`src/rtl/sram_like_arbiter.sv`:
```
// Shares a single sram-like slave port between the instruction-fetch and data-access
// masters, with one outstanding transaction at a time.
module sram_like_arbiter #(
    parameter bit DATA_PRIORITY = 1'b1
) (
    input  logic        clk,
    input  logic        rstn,

    input  logic        inst_req,
    input  logic        inst_wr,
    input  logic [1:0]  inst_size,
    input  logic [31:0] inst_addr,
    output logic [31:0] inst_rdata,
    output logic        inst_addr_ok,
    output logic        inst_data_ok,

    input  logic        data_req,
    input  logic        data_wr,
    input  logic [1:0]  data_size,
    input  logic [31:0] data_addr,
    input  logic [31:0] data_wdata,
    output logic [31:0] data_rdata,
    output logic        data_addr_ok,
    output logic        data_data_ok,

    output logic        mem_req,
    output logic        mem_wr,
    output logic [1:0]  mem_size,
    output logic [31:0] mem_addr,
    output logic [31:0] mem_wdata,
    input  logic [31:0] mem_rdata,
    input  logic        mem_addr_ok,
    input  logic        mem_data_ok,

    output logic        busy
);

    typedef enum logic [1:0] {
        IDLE = 2'd0,
        ADDR = 2'd1,
        DATA = 2'd2
    } state_t;

    state_t state;
    logic   owner;       // 0 = inst, 1 = data
    logic   last_owner;
    logic   grant;
    logic   in_addr;
    logic   in_data;
    logic   owner_done;

    // On a tie, fixed priority picks data; round-robin picks whoever was not served last.
    always_comb begin
        grant = data_req;
        if (inst_req && data_req) begin
            grant = DATA_PRIORITY ? 1'b1 : ~last_owner;
        end
    end

    always_ff @(posedge clk) begin
        if (!rstn) begin
            state      <= IDLE;
            owner      <= 1'b0;
            last_owner <= 1'b1;
        end else begin
            case (state)
                IDLE: begin
                    if (inst_req || data_req) begin
                        owner <= grant;
                        state <= ADDR;
                    end
                end
                ADDR: begin
                    if (mem_addr_ok) begin
                        last_owner <= owner;
                        state      <= mem_data_ok ? IDLE : DATA;
                    end
                end
                DATA: begin
                    if (mem_data_ok) begin
                        state <= IDLE;
                    end
                end
                default: state <= IDLE;
            endcase
        end
    end

    assign in_addr = (state == ADDR);
    assign in_data = (state == DATA);

    // A response only counts once the address phase has been accepted; strays in IDLE are dropped.
    assign owner_done = mem_data_ok && (in_data || (in_addr && mem_addr_ok));

    assign inst_addr_ok = in_addr && !owner && mem_addr_ok;
    assign data_addr_ok = in_addr &&  owner && mem_addr_ok;
    assign inst_data_ok = owner_done && !owner;
    assign data_data_ok = owner_done &&  owner;

    assign inst_rdata = mem_rdata;
    assign data_rdata = mem_rdata;

    assign mem_req   = in_addr;
    assign mem_wr    = owner ? data_wr    : inst_wr;
    assign mem_size  = owner ? data_size  : inst_size;
    assign mem_addr  = owner ? data_addr  : inst_addr;
    assign mem_wdata = owner ? data_wdata : 32'd0;

    assign busy = (state != IDLE);

endmodule

```
`config.mk`:
```
export PLATFORM = sky130hd
export DESIGN_NAME = sram_like_arbiter
export DESIGN_NICKNAME = d
export VERILOG_FILES = /design/src/rtl/sram_like_arbiter.sv
export SDC_FILE = /design/constraint.sdc
export NUM_CORES = 1
export LEC_CHECK = 0
export BUFFER_PORTS_ARGS = -buffer_cell sky130_fd_sc_hd__buf_4
export CAP_MARGIN = 20
export CORE_AREA = 5 5 104 106
export DETAILED_ROUTE_END_ITERATION = 8
export DIE_AREA = 0 0 109 111
export MAX_ROUTING_LAYER = met4
export PLACE_DENSITY = 0.59
export SLEW_MARGIN = 20
export SYNTH_ARGS = -nofsm -noshare
export SYNTH_HDL_FRONTEND = slang
export SYNTH_SLANG_ARGS = --single-unit
export TNS_END_PERCENT = 5
```
`constraint.sdc`:
```
create_clock -name clk -period 1 [get_ports clk]
set_input_delay 0 -clock clk [delete_from_list [all_inputs] [get_ports clk]]
set_output_delay 0 -clock clk [all_outputs]
set_load 0.01 [all_outputs]
```
==> metrics.md <==
| Metric | Value |
|---|---|
| Status | complete, but fails checks |
| Failing checks | setup timing |
| DP Cell Count | between 400 and 500 |
| Max-Cap Viols | 0 |
| Starting Density | 15.0% |
| #FFs+latches synth | 3 |
| Full die area | 12,100 um2 |
| Hold Crit Class | in -> out |
| Ant. Diodes | 0 |
| DR vias/cell | ~3.6 |
| # IOs | around 280 |
| Top FF cell, synth | dfxtp_1 |
| Hold Fails Final Rpt | 0 |
| Layout area overhead | 87.4% |
| Unrepaired setup endpoints after global routing | true |
| Most frequent cell after synthesis | buf_4 |
| Post-DP HPWL | 4840 um |
| Rel. slew slack | 81.5% |
| Pwr dens | 732 nW/um2 |
| Synth Warn # | 0 |
| Core ar. | 9680 um2 |
| Setup ws final | -266 ps |
| Leading cell types by total area after synthesis | mux2_4 (36%), buf_4 (33%), and2_1 (14%), dfxtp_1 (4.1%), buf_6 (3.1%) |
| Share of cells above drive strength 1 | a little over four fifths |
| Die W | approximately 110 um |
| WL/cell | 13.7 um |
| Largest net degree at the start of global routing | 13 |
| Initial drt markers | 57 |
| WP data arrival | 1270 ps |
| Top cells by count, synth | buf_4 (64), mux2_4 (35), and2_1 (32), buf_6 (4), dfxtp_1 (3) |
| Worst skew pair latency | 220 ps |
| Yosys cell types | 22 |
| TritonCTS clock tree | done |
| Remaining DRCs | 0 |
| First-pass GRT wire length | 8110 um |
| CTS H-Tree Depth | 1 |
| GRT Resource Usage Total | about 8.5% |
| VDD IR-drop max | around 0.24 mV |
| Final worst path period share | 127% |
| # rows | 36 |
| Period minus WS final | 1270 ps |
| Post-synth EDFFs | 0 |
| Leak | about 1.4 nW |
| Slew Viols, Final | 0 |
| Worst Path Max Fanout | 12 |
| DR vias | approximately 1.5k |
| Nets | 422 |
| Synth top area share | between 30% and 40% |
| Clock root cell | clkbuf_8 |
| Worst Setup Start Kind | flop |
| Post-synthesis sequential area ratio | about 4.1% |
| Final non-filler cell total | 414 |
| CTS max path bufs | 2 |
| Setup TNS | -12,390 ps |
| Mean Syn Cell Area | 9.06 um2 |
| Initial antenna violation count | 0 |
| GRT overflow | 0 |
| Largest area contributor in the netlist | mux2_4 |
| Syn_nets | 300 |
| Mapped Cells | 160 |
| Actual slew at the worst max-slew pin | 275 ps |
| Setup CP Type | reg -> out |
| Synthesized area | 1450 um2 |
| Worst EP required | 1000 ps |
| Final Setup Violations | 72 |
| Post-DRT Antenna Nets | 0 |
| Port-buffer cells | 180 |
| Asr flop ratio synth | 0% |
| Pre-antenna DRT Iters | 4 |
| Fmax | 790 MHz |
| CTS Sinks | 3 |
| GPL Wtd Cong | 0.737 |
| DIE HEIGHT | 111 um |
| CTS Buf Count | 3 |
| Worst Skew | around 3.5 ps |
| Clk slew on worst S/H paths | around 30 ps |
| Wirelength, routed | 5690 um |
| Post-Place Setup Slack | -73.1 ps |
| Crit. End Element | output port |
| Hold_ws | 0.00489 ps |
| Vias in the first global route | 1,619 |
==> per-layer routing <==
metal / up-vias / part of all wire, % / global-route usage [%]
li1: 697 / - / -
met5: - / 0 / -
met3: 11 / 14 / 3.20
met2: 108 / 58 / 17.4
met1: 676 / 26 / 6.66
met4: 0 / 1.5 / 2.69
==> registers in the layout, indices dropped and copies added, names as in the netlist <==
signal and count:
state 2, owner 1
==> layout by cell type, fill, tap and decap left out, drive strengths merged <==
cell         synthesis  routed
clkbuf               2       4
nand2b               2       2
a2111oi              1       1
a211oi               1       1
nand2                2       2
nor2                 2       2
nor2b                1       1
mux2                35      35
nand3b               1       1
dlygate4sd3          0       2
inv                  2       2
a21oi                2       2
o32ai                1       1
dfxtp                3       3
and2                32      32
or2                  1       1
buf                 70     187
nor3b                1       1
nor3                 1       1
==> stage by stage <==
stage                     instance area [um2]  power (W)  utilization (%)
after CTS                                2690    0.00200             27.8
after global routing                     2720    0.00211             28.1
after global placement                   2470    0.00148             25.5
after floorplan                          1450    0.00102                -
final                                    2720    0.00199             28.1
after detailed placement                 2470    0.00149             25.5
==> repair_timing <==
action,in CTS,in global routing
buffers inserted,0,0
endpoints found under the hold margin,2,0
setup endpoints to repair,73,74
gates resized for setup,36,8
cloned,1,0
hold buffers,2,0
pin swaps,0,2
==> path summary, 6_finish.rpt <==
| check | startpoint | to | slack (ps) | depth (start not counted) |
|---|---|---|---|---|
| worst min register to register | state[1] | state[0] | 470 | 1 |
| worst max register to register | owner | owner | -10 | 3 |
| worst min-delay path | mem_rdata[8] | data_rdata[8] | 0.005 | 0 |
| worst max-delay path | owner | mem_addr[11] | -270 | 3 |
==> where the power goes <==
part	switching, W	internal, W	total [W]
Clock	0.0000813	0.000272	0.000353
Combinational	0.000495	0.000983	0.00148
Sequential	0.0000256	0.000132	0.000157
Total	0.000602	0.00139	0.00199
==> critical path, stage by stage, from the launching register on <==
cell and delay [ps]:
dfxtp_4 430, buf_12 180, mux2_4 310, buf_6 120
==> cell type report <==
type,instances,area (um2)
inverters,2,7.51
repair buffers,189,1590
flip-flops and latches,3,66.3
fillers,1022,6970
clock buffers,4,45.0
well taps,133,166
multi-input cells,83,845
==> logic make-up after synthesis <==
family | count (synthesis) | share of synthesized area, %
compound gates | 5 | 3.02
buf+inv | 74 | 38.7
flops | 3 | 4.14
mux | 35 | 36.2
simple gates | 43 | 17.9
No activity file was read; power rests on OpenSTA's default activity.
